--- src/rtl/tinker_fetch.sv ---
// tinker_fetch: instruction fetch unit. It keeps the fetch PC, issues word reads
//   to instruction memory and buffers the returned {word, pc} pairs in order.
// Latency: a response in cycle N is presented to the decoder in cycle N+1 when the
//   buffer is empty. The first request goes out in the first cycle after reset and
//   in the cycle after a redirect.
// Backpressure: a request is issued only while a buffer slot is free for its
//   response, so the buffer never overflows. The head is held while instr_ready
//   is low. Responses cannot be stalled.
// Ports: clk/reset_n (asynchronous, active-low); req_valid/req_ready/req_addr
//   (memory request); resp_valid/resp_data (in-order responses);
//   instr_valid/instr_ready/instr/instr_pc (decoder side);
//   redirect_valid/redirect_pc (flush and restart); fault (sticky misalignment).
// Option: TINKER_FETCH_ALIGN_CHECK_EN. When it is defined, a misaligned redirect
//   sets fault and halts fetch until reset. When it is not defined, the redirect
//   target is word-aligned by clearing its two low bits.

// Small synchronous FIFO with a flush input.
// Latency: data pushed in cycle N is at the head in cycle N+1.
// Backpressure: a push is ignored when the FIFO is full and not popping, and it is
//   also ignored when flush is high. A pop takes effect only when the FIFO is not empty.
module tinker_fetch_fifo #(
  parameter int WIDTH = 96,
  parameter int DEPTH = 4
) (
  input  logic                     clk,
  input  logic                     reset_n,
  input  logic                     flush,
  input  logic                     push_vld,
  input  logic [WIDTH-1:0]         push_dat,
  output logic                     pop_vld,
  input  logic                     pop_rdy,
  output logic [WIDTH-1:0]         pop_dat,
  output logic [$clog2(DEPTH):0]   count
);
  localparam int AW = $clog2(DEPTH);

  logic [WIDTH-1:0] mem [DEPTH];
  logic [AW-1:0]    wr_ptr;
  logic [AW-1:0]    rd_ptr;
  logic             do_push;
  logic             do_pop;

  assign pop_vld = (count != '0);
  assign pop_dat = mem[rd_ptr];
  assign do_pop  = pop_rdy && pop_vld;
  assign do_push = push_vld && !flush && ((count != (AW+1)'(DEPTH)) || do_pop);

  always_ff @(posedge clk or negedge reset_n) begin
    if (!reset_n) begin
      wr_ptr <= '0;
      rd_ptr <= '0;
      count  <= '0;
      for (int i = 0; i < DEPTH; i++) mem[i] <= '0;
    end else if (flush) begin
      // A pop that coincides with the flush still completes, because the
      // consumer has already taken the head.
      wr_ptr <= '0;
      rd_ptr <= '0;
      count  <= '0;
    end else begin
      if (do_push) begin
        mem[wr_ptr] <= push_dat;
        wr_ptr      <= wr_ptr + AW'(1);
      end
      if (do_pop) rd_ptr <= rd_ptr + AW'(1);
      if (do_push && !do_pop)      count <= count + (AW+1)'(1);
      else if (do_pop && !do_push) count <= count - (AW+1)'(1);
    end
  end
endmodule

module tinker_fetch #(
  parameter logic [63:0] RESET_PC   = 64'h2000,
  parameter int          FIFO_DEPTH = 4
) (
  input  logic        clk,
  input  logic        reset_n,
  output logic        req_valid,
  input  logic        req_ready,
  output logic [63:0] req_addr,
  input  logic        resp_valid,
  input  logic [31:0] resp_data,
  output logic        instr_valid,
  input  logic        instr_ready,
  output logic [31:0] instr,
  output logic [63:0] instr_pc,
  input  logic        redirect_valid,
  input  logic [63:0] redirect_pc,
  output logic        fault
);
  localparam int CW = $clog2(FIFO_DEPTH) + 1;

  typedef enum logic {RUN, HALT} state_t;

  state_t         state;
  logic [63:0]    fetch_pc;
  logic [CW-1:0]  outstanding;
  logic [15:0]    drop_cnt;
  logic [CW-1:0]  fifo_count;
  logic [95:0]    head_dat;
  logic           req_fire;
  logic           resp_drop;
  logic           resp_push;
  logic [63:0]    resp_pc;
  logic [63:0]    target_pc;
  logic           misaligned;

`ifdef TINKER_FETCH_ALIGN_CHECK_EN
  assign target_pc  = redirect_pc;
  assign misaligned = (redirect_pc[1:0] != 2'b00);
`else
  logic unused_pc_lsbs;
  assign unused_pc_lsbs = ^redirect_pc[1:0];
  assign target_pc      = {redirect_pc[63:2], 2'b00};
  assign misaligned     = 1'b0;
`endif

  // Every accepted request has a reserved buffer slot. Gating with reset_n keeps
  // req_valid low for the whole time reset is asserted.
  assign req_valid = reset_n && (state == RUN) && !redirect_valid &&
                     (({1'b0, fifo_count} + {1'b0, outstanding}) < (CW+1)'(FIFO_DEPTH));
  assign req_addr  = fetch_pc;
  assign req_fire  = req_valid && req_ready;

  // Stale responses (from before a redirect) are the oldest ones in flight,
  // so they are consumed first.
  assign resp_drop = resp_valid && (drop_cnt != '0);
  assign resp_push = resp_valid && (drop_cnt == '0) && (outstanding != '0);

  // Requests since the last redirect are sequential. The oldest one in flight
  // therefore sits 4*outstanding bytes behind fetch_pc.
  assign resp_pc = fetch_pc - {{(62-CW){1'b0}}, outstanding, 2'b00};

  tinker_fetch_fifo #(
    .WIDTH (96),
    .DEPTH (FIFO_DEPTH)
  ) u_fifo (
    .clk      (clk),
    .reset_n  (reset_n),
    .flush    (redirect_valid || (state == HALT)),
    .push_vld (resp_push),
    .push_dat ({resp_data, resp_pc}),
    .pop_vld  (instr_valid),
    .pop_rdy  (instr_ready),
    .pop_dat  (head_dat),
    .count    (fifo_count)
  );

  assign instr    = head_dat[95:64];
  assign instr_pc = head_dat[63:0];

  always_ff @(posedge clk or negedge reset_n) begin
    if (!reset_n) begin
      state       <= RUN;
      fault       <= 1'b0;
      fetch_pc    <= RESET_PC;
      outstanding <= '0;
      drop_cnt    <= '0;
    end else if (redirect_valid) begin
      // req_valid is low in this cycle, so no new request joins the in-flight
      // set. A response arriving in this cycle is discarded with the others.
      fetch_pc    <= target_pc;
      outstanding <= '0;
      drop_cnt    <= drop_cnt + 16'(outstanding) - 16'(resp_drop || resp_push);
      if ((state == RUN) && misaligned) begin
        state <= HALT;
        fault <= 1'b1;
      end
    end else begin
      if (req_fire) fetch_pc <= fetch_pc + 64'd4;
      outstanding <= outstanding + CW'(req_fire) - CW'(resp_push);
      drop_cnt    <= drop_cnt - 16'(resp_drop);
    end
  end
endmodule
--- config.mk ---
export PLATFORM = sky130hd
export DESIGN_NAME = tinker_fetch
export DESIGN_NICKNAME = d
export VERILOG_FILES = /design/src/rtl/tinker_fetch.sv
export SDC_FILE = /design/constraint.sdc
export NUM_CORES = 1
export LEC_CHECK = 0
export ABC_AREA = 1
export BUFFER_PORTS_ARGS = -buffer_cell sky130_fd_sc_hd__buf_2
export CORE_AREA = 8 8 254 256
export DETAILED_ROUTE_END_ITERATION = 8
export DIE_AREA = 0 0 262 264
export PLACE_DENSITY_LB_ADDON = 0.25
export REMOVE_ABC_BUFFERS = 1
export SYNTH_ARGS = -nofsm -noshare
export SYNTH_HDL_FRONTEND = slang
export SYNTH_SLANG_ARGS = --single-unit
--- constraint.sdc ---
create_clock -name clk -period 5 [get_ports clk]
set_clock_uncertainty 0.05 [all_clocks]
set_input_delay 0 -clock clk [delete_from_list [all_inputs] [get_ports clk]]
set_output_delay 0 -clock clk [all_outputs]
set_load 0.02 [all_outputs]
Word-level counts from Yosys, hierarchy flattened
Index checks and enable logic that the tools add are counted.

Add/sub/neg operators: 12. Order comparisons: 4. Equality and inequality tests: 1. Multiplexer cells: 17. Bitwise gates (word level): 3. Reductions and logical operators: 26.

Operators by type and width (number): 384-bit bitwise mux (1); 96-bit 2-to-1 mux (3); 96-bit binary-select mux with 2-bit select (1); 96-bit demux with 2-bit select (1); 64-bit 2-to-1 mux (2); 64-bit by 3-bit adder with 64-bit output, second input constant (1); 64-bit by 5-bit subtractor with 64-bit output (1); 16-bit by 1-bit subtractor with 16-bit output (2); 16-bit by 3-bit adder with 16-bit output (1); 16-bit logical NOT (1); 16-bit 2-to-1 mux (1); 16-bit nonzero test (1); 1-bit logical AND (12); 3-bit 2-to-1 mux (4); 3-bit nonzero test (3); 2-bit 2-to-1 mux (4); 3-bit >= comparator, second input constant (2); 2-bit NOT with 3-bit output (2); 2-bit nonzero test (3); 2-bit by 1-bit adder with 2-bit output, second input constant (2); 3-bit by 3-bit adder with 4-bit output (1); 4-bit by 3-bit less-than comparator with 1-bit output, second input constant (1); 3-bit by 1-bit adder with 3-bit output (1); 3-bit by 1-bit adder with 3-bit output, second input constant (1); 8 further kinds (11).

Register bits: 474. Input port bits: 102. Output and inout bits: 163. Logic and storage cells: 73.

Logic depth before layout (Yosys ltp)
Gate-level depths: netlist (run 1).

Word-level depth: 10. Gate-level depth with buffers: 22. Mapped depth without buffers: 22.

Modules after synthesis
From an unflattened synthesis (run 1), not the netlist that was laid out.

Cells, all modules: 3784. Area total of the unflattened synthesis: 27762.9 um^2.

By module, submodules not included: tinker_fetch_fifo (instances 1, cells each 2315, area each 18803.0 um^2, seq. area each 9784.4 um^2); tinker_fetch (instances 1, cells each 1469, area each 8959.8 um^2, seq. area each 2028.2 um^2).

Least setup slack after synthesis (run 1)
No wires, ideal clock.

Path type: register to register. Start: register drop_cnt[10]. End: register drop_cnt[14]. Setup time: 0.120 ns. Data arrival time: 2.694 ns. Required time: 4.830 ns. Slack: 2.135 ns. Cell stages (with the launch flop): 23. Buffers on the path: 0. Period minus slack after synthesis: 2.865 ns. Cells stage by stage: dfrtp_1 > inv_1 > ha_1 > nand2_1 > nor2_1 > inv_1 > nor2_4 > o21ai_0 > ha_1 > inv_1 > ha_1 > inv_1 > fa_1 > inv_1 > nand3_1 > nand2_1 > nand2_1 > nand2_1 > nand2_1 > nand3_1 > nand2_1 > nand3_1 > nand2_1.

Longest elaborated chain between the ends: 6. Elaborated cells between the ends (all ways): 10. Classes of those cells: add/sub: 3; mux: 1; reduce/logical: 6.

RTL lines: start: declaration (RTL line 98) `logic [15:0] drop_cnt;`; start signal: assignment (RTL line 164) `drop_cnt <= drop_cnt + 16'(outstanding) - 16'(resp_drop || resp_push);`; start signal: assignment (RTL line 172) `drop_cnt <= drop_cnt - 16'(resp_drop);`; parallel branches: the longest is 5 deep, another holds 16-bit by 3-bit adder with 16-bit output; 16-bit 2-to-1 mux (*) (RTL line 159) `end else if (redirect_valid) begin`.

Mark *: on every way between the ends. A chain may end at the register's enable or synchronous reset.

Worst setup path in the final report (run 1)
Start: register u_fifo.count[2]. End: register fetch_pc[25] (netlist: req_addr[25]).

Longest elaborated chain between the ends: 5.

RTL lines: start: declaration (RTL line 33) `output logic [$clog2(DEPTH):0] count`; start signal: assignment (RTL line 66) `if (do_push && !do_pop) count <= count + (AW+1)'(1);`; start signal: assignment (RTL line 67) `else if (do_pop && !do_push) count <= count - (AW+1)'(1);`; 3-bit by 3-bit adder with 4-bit output (RTL line 121) `(({1'b0, fifo_count} + {1'b0, outstanding}) < (CW+1)'(FIFO_DEPTH));`; 4-bit by 3-bit less-than comparator with 1-bit output (RTL line 121); 1-bit logical AND (RTL line 120) `assign req_valid = reset_n && (state == RUN) && !redirect_valid &&`; 1-bit logical AND (RTL line 123) `assign req_fire = req_valid && req_ready;`; 2-bit nonzero test (no source line); end signal: assignment (RTL line 162) `fetch_pc <= target_pc;`; end signal: assignment (RTL line 170) `if (req_fire) fetch_pc <= fetch_pc + 64'd4;`; end: declaration (RTL line 96) `logic [63:0] fetch_pc;`.

No other way between the ends.

==> results of run 1 <==
==> flip-flops by register name, indices dropped and copies added (netlist names) <==
register       cells
u_fifo.mem       376
req_addr          62
drop_cnt          16
outstanding        3
u_fifo.count       3
u_fifo.rd_ptr      2
u_fifo.wr_ptr      2
==> cell usage after synthesis (4+ instances only) <==
cell      instances  area share, %
nand3_1         141            2.7
a21oi_1          32           0.62
o221ai_1          5           0.17
o211ai_1         17           0.50
o21ai_2          26           0.89
o21ai_1          36           0.70
ha_1             49            2.4
dfrtp_1         463             45
clkbuf_1        122            1.8
nand4_1          22           0.54
a31oi_1           4          0.097
buf_1             8           0.12
buf_4            17           0.50
inv_1           216            3.2
nor2_1          481            7.0
o22ai_1          94            2.3
xnor2_1          11           0.37
buf_6            32            1.4
nor3_1           18           0.35
o21ai_0         436            8.5
fa_1              4           0.31
buf_2            11           0.21
nand2_2           4          0.097
clkinv_2          4          0.078
clkinv_1          4          0.058
nand2_1        1127             16
o21bai_1          9           0.26
xor2_1           78            2.7
==> area by class of cell <==
| class | count | area [um^2] | area share (%) |
|---|---|---|---|
| inverters | 224 | 852 | 2.80 |
| multi-input cells | 2617 | 12300 | 40.4 |
| clock buffers | 83 | 1580 | 5.19 |
| repair buffers | 409 | 2810 | 9.24 |
| flip-flops and latches | 464 | 11600 | 38.2 |
| clock inverters | 15 | 258 | 0.848 |
| well taps | 790 | 988 | 3.25 |
==> worst max path at each step <==
stage	from	to
after floorplan	u_fifo.rd_ptr[0]	u_fifo.rd_ptr[0]
after global placement	drop_cnt[7]	u_fifo.mem[99]
after detailed placement	drop_cnt[7]	u_fifo.mem[184]
after CTS	drop_cnt[11]	u_fifo.mem[105]
after global routing	drop_cnt[11]	u_fifo.mem[151]
final	u_fifo.count[2]	req_addr[25]
==> logic make-up after synthesis <==
kind of cell | count (synthesis)
AO/OA/AOI/OAI | 663
flip-flops | 464
other | 1
AND/OR/NAND/NOR | 1806
multiplexers | 1
adder cells (fa/ha/maj) | 53
XOR/XNOR | 89
buffers and inverters | 414
==> per-stage QoR <==
step	hold WS (ns)	power (mW)	std cells
finish	0.0469	12.4	4602
global route	0.0859	13.1	4602
CTS	0.0247	12.4	4602
detailed placement	-0.0229	8.21	4373
global placement	-0.0232	8.19	4373
floorplan	-0.346	6.84	3305
==> per-layer routing <==
metal | global-route usage (%) | up-vias | share of wire (%)
met5 | 0 | - | 0
met4 | 9.32 | 0 | 3.8
met3 | 4.99 | 174 | 7.2
met2 | 40.5 | 800 | 46
met1 | 34.2 | 11525 | 43
li1 | - | 11790 | -
==> worst min-delay path: stages <==
cell,delay [ns]
buf_2,0.09
nand3b_1,0.07
buf_4,0.23
o21ai_0,0.18
a31oi_1,0.08
==> where the power goes <==
group | switching (mW) | internal, mW
clock | 1.63 | 2.47
combinational | 2.74 | 1.28
sequential | 0.322 | 3.92
==> flow_summary_export.csv, run 1 <==
group,metric,value,unit
synthesis,synth_compound_area_share,14.1,%
cells_and_area,num_antenna_cells,0,
clock_network,clk_latency,0.62,ns
place,place_congestion,1.02,
die,io_pins,265,
place,numPortBuffers,257,
drt,drt_wl_total,89000,um
worst_setup_path,path_buf_inv,3,
drt,wl_per_cell,19.3,um
run,maxCapViolations,0,
clock_network,clk_pin_slew,0.06,ns
synthesis,synth_simple_gate_area_share,27.6,%
sta,min_period,3.52,ns
clock_network,cts_buffers,52,
sta,setup_tns,0,ns
min_path,hold_start,"req_ready",
outcome,status,"completed",
cells_and_area,fin_util,50.0,%
sta,fin_ws,1.48,ns
die,fp-row-count,91,
clock_network,cts_max_path_buffers,3,
global_route,grt_pass1_vias,23605,
die,dieArea,69200,um^2
drt,drt_iter0_markers,2042,
synthesis,netlist_instances,3491,
min_path,hold_path.class,"in -> reg",
drt,vias_per_cell,5.28,
worst_setup_path,crit_fanout,26,
worst_setup_path,crit_path_cell_trace,"ha_1 -> or2_1 -> nor2_1 -> nand3b_1 -> buf_4 -> nand2_1 -> clkinv_1 -> nand2_1 -> nand2_1 -> o21bai_1 -> dlygate4sd3_1",
global_route,grt_max_degree,189,
worst_setup_path,critPathMaxStageDelay,0.82,ns
synthesis,synth_mux_area_share,0.0389,%
sta,slew_headroom,29.1,%
synthesis,synth_fa_ha_area_share,2.70,%
clock_network,cts_hold_buffers,131,
cells_and_area,fillers,6158,
global_route,grt_pass1_wl,138000,um
sta,maxSlewViolCount,0,
synthesis,synthXorXnorAreaFrac,3.03,%
global_route,grt.overflow.total,0,
synthesis,async_flop_share,100,%
clock_network,numClockSinks,464,
power,p_leak,14.9,nW
worst_setup_path,cp.required,5.44,ns
clock_network,cts_resized,0,
drt,route.detailed.drc,0,
min_path,hold_end,"req_addr[5]",
clock_network,cts-root-buf,"clkbuf_16",
sta,worstMarginPinSlew,1.06,ns
cells_and_area,drive_above_1_share,10.7,%
die,die_w,262,um
worst_setup_path,reg2reg_from,"u_fifo.count[2]",
min_path,whs_path_depth,5,
cells_and_area,syn2layout_area_growth,18.2,%
global_route,grt_usage,25.5,%
sta,fmax,284,MHz
sta,rsz0062_at_grt,"false",
cells_and_area,final_common_cell,"nand2_1",
clock_network,cts_setup_buffers,0,
synthesis,ys_ff_latch,464,
drt,firstDrtPassIters,5,
synthesis,syn_area_per_cell,7.36,um^2
synthesis,synth_top_family_by_area,"simple AND/OR/NAND/NOR gates",
worst_setup_path,end_kind,"flop",
worst_setup_path,cp.arrival,3.96,ns
worst_setup_path,cpMostUsedCell,"nand2_1",
sta,finalSetupViolCount,0,
place,post_dp_cell_area,27200,um^2
synthesis,synth_area,25700,um^2
synthesis,yosys_warnings,0,
worst_setup_path,slowest_stage,"clkinv_1",
synthesis,synth-main-ff-cell,"dfrtp_1",
synthesis,synth_edf_count,0,
drt,ant_nets,0,
worst_setup_path,rr_worst_depth,11,
worst_setup_path,r2r_slack,1.48,ns
die,core,60800,um^2
die,start_util,42.3,%
worst_setup_path,criticalPathCategory,"reg -> reg",
place,pre_cts_ws,1.51,ns
cells_and_area,design_area,30400,um^2
sta,min_period_over_period,70.4,%
sta,timing.final.hold_violations,0,
worst_setup_path,r2r_end,"req_addr[25]",
synthesis,ys_types,42,
place,dpl.hpwl,59600,um
global_route,antenna_found_initial,0,
synthesis,ys_seq_area_share,45.2,%
cells_and_area,num-nets-final,3923,
cells_and_area,final_cell_mix,"nand2_1 (1127), nor2_1 (481), dfrtp_1 (461), o21ai_0 (436), buf_2 (256)",
worst_setup_path,critPathTopFamily,"buffers and inverters",
power,p_per_area,407,nW/um^2
power,max-vdd-ir-drop,307,uV
drt,route.vias.total,24289,
die,fp.dieH,264,um
clock_network,cts_htree_levels,2,
worst_setup_path,cp-start-kind,"flop",
worst_setup_path,crit_cells,11,
clock_network,cts_tree,"built",
(Power assumes the default switching activity.)
==> run 2, diff against run 1 <==
clock period = 3.4 ns   (was 5 ns; I/O delays follow)
==> flow_summary_export.csv, run 2 (synthesis gave the netlist of run 1 again) <==
group,metric,value,unit
drt,route.detailed.drc,0,
clock_network,cts_htree_levels,2,
die,dieArea,69200,um^2
global_route,grt_use_met1,35.0,%
global_route,grt_pass1_wl,138000,um
cells_and_area,syn2layout_area_growth,18.2,%
run,maxCapViolations,0,
worst_setup_path,cp.required,3.82,ns
global_route,gr-usage-met3,4.39,%
global_route,grt_usage,25.5,%
drt,drt_iter0_markers,2374,
place,dpl.cell_count,4393,
drt,wl_per_cell,19.5,um
cells_and_area,final_cell_mix,"nand2_1 (1126), nor2_1 (480), dfrtp_1 (461), o21ai_0 (436), buf_2 (256)",
global_route,grt_max_degree,176,
die,io_pins,265,
drt,firstDrtPassIters,6,
min_path,hold_path.class,"in -> reg",
cells_and_area,num_antenna_cells,0,
drt,route.vias.total,24345,
sta,fmax,317,MHz
worst_setup_path,criticalPathCategory,"reg -> reg",
global_route,grt_pass1_vias,23528,
clock_network,cts_setup_buffers,0,
drt,vias_per_cell,5.30,
die,start_util,42.3,%
cells_and_area,fin_util,50.0,%
cells_and_area,num-nets-final,3919,
clock_network,cts_tree,"built",
global_route,busiest_layer,"met2",
die,fp.dieH,264,um
die,die_w,262,um
global_route,antenna_found_initial,0,
sta,min_period,3.16,ns
worst_setup_path,cp-start-kind,"flop",
sta,worstMarginPinSlew,1.08,ns
outcome,status,"completed",
clock_network,clk_pin_slew,0.06,ns
power,max-vdd-ir-drop,405,uV
cells_and_area,final_common_cell,"nand2_1",
sta,finalSetupViolCount,0,
drt,ant_nets,0,
sta,min_period_over_period,92.8,%
cells_and_area,drive_above_1_share,11.4,%
sta,timing.final.hold_violations,0,
clock_network,numClockSinks,464,
clock_network,cts_buffers,53,
clock_network,clk_latency,0.62,ns
sta,setup_tns,0,ns
power,p_per_area,599,nW/um^2
drt,drt_wl_total,89500,um
global_route,grt.overflow.total,0,
cells_and_area,top_register,"u_fifo.mem",
worst_setup_path,crit_fanout,5,
place,numPortBuffers,257,
global_route,use_met2,40.3,%
clock_network,cts_max_path_buffers,3,
die,fp-row-count,91,
worst_setup_path,end_kind,"flop",
sta,maxSlewViolCount,0,
place,dpl.hpwl,61300,um
cells_and_area,largest_reg_flops,376,
worst_setup_path,rr_worst_depth,22,
sta,slew_headroom,28.3,%
cells_and_area,final_cells,4595,
place,place_congestion,1.02,
die,core,60800,um^2
min_path,whs_path_depth,3,
worst_setup_path,cp.arrival,3.58,ns
clock_network,cts-root-buf,"clkbuf_16",
power,p_leak,14.9,nW
==> run 2: changes by cell type in the layout (fill, tap and decap cells not counted), sizes merged <==
cell | previous run | this run
clkbuf | 83 | 78
bufinv | 6 | 5
dlygate4sd3 | 130 | 105
inv | 218 | 217
clkinvlp | 1 | 6
buf | 279 | 299
==> run 2: path summary, 6_finish.rpt <==
| kind | startpoint | to | slack, ns |
|---|---|---|---|
| max | drop_cnt[10] | drop_cnt[14] | 0.24 |
| min | req_ready | req_addr[15] | 0.03 |
| max reg2reg | drop_cnt[10] | drop_cnt[14] | 0.24 |
| min reg2reg | u_fifo.mem[245] | u_fifo.mem[245] | 0.42 |
| max in group asynchronous | reset_n | u_fifo.mem[104] | 1.28 |
| min in group asynchronous | reset_n | u_fifo.mem[154] | 0.49 |
==> run 2: final cells by class <==
cell class                 instances  area [um^2]
fill                            6120        30400
multi-input combinational       2617        12300
sequential                       464        11600
timing repair buffer             404         2830
clock buffer                      78         1530
tap                              790          988
inverter                         224          852
clock inverter                    18          256
==> run 2: repair_timing <==
action	4_1_cts	5_1_grt
setup endpoints to repair	0	3
hold buffers	106	0
gates resized for setup	0	10
hold endpoints to repair	610	0
==> run 2: worst max-delay path, stage by stage, from the launching register on <==
cell and delay, ns:
dfrtp_1 0.40, inv_2 0.11, ha_2 0.20, nand2_1 0.10, nor2_2 0.11, inv_1 0.08, nor2_4 0.13, o21ai_0 0.10
ha_1 0.28, inv_1 0.05, ha_1 0.17, inv_1 0.06, fa_1 0.35, inv_1 0.11, nand3_1 0.09, nand2_2 0.11
nand2_1 0.07, nand2_1 0.10, nand2_1 0.09, nand3_1 0.09, nand2_1 0.05, nand3_1 0.06, nand2_1 0.06
==> run 2: metrics by stage <==
stage | setup WS [ns] | hold slack, ns | total power, mW | area [um^2]
2_1_floorplan | -3.95 | -0.346 | 10.1 | 24700
3_3_place_gp | 0.187 | -0.142 | 12.2 | 27500
3_5_place_dp | 0.147 | -0.137 | 12.3 | 27500
4_1_cts | 0.119 | 0.00143 | 18.3 | 30400
5_1_grt | -0.00459 | 0.0232 | 19.2 | 30400
6_report | 0.243 | 0.0324 | 18.2 | 30400
==> run 2: power breakdown <==
| part | switching, mW | internal (mW) | total [mW] | leakage [nW] |
|---|---|---|---|---|
| Sequential | 0.454 | 5.76 | 6.21 | 6.32 |
| Clock | 2.38 | 3.50 | 5.88 | 0.856 |
| Combinational | 4.15 | 1.95 | 6.10 | 7.74 |
==> run 2: per-layer routing <==
metal	routed length, um	up-vias	share of wire [%]
met5	0	-	0
met4	3260	0	3.6
met3	6140	175	6.9
met2	40800	773	46
met1	39300	11597	44
li1	-	11800	-
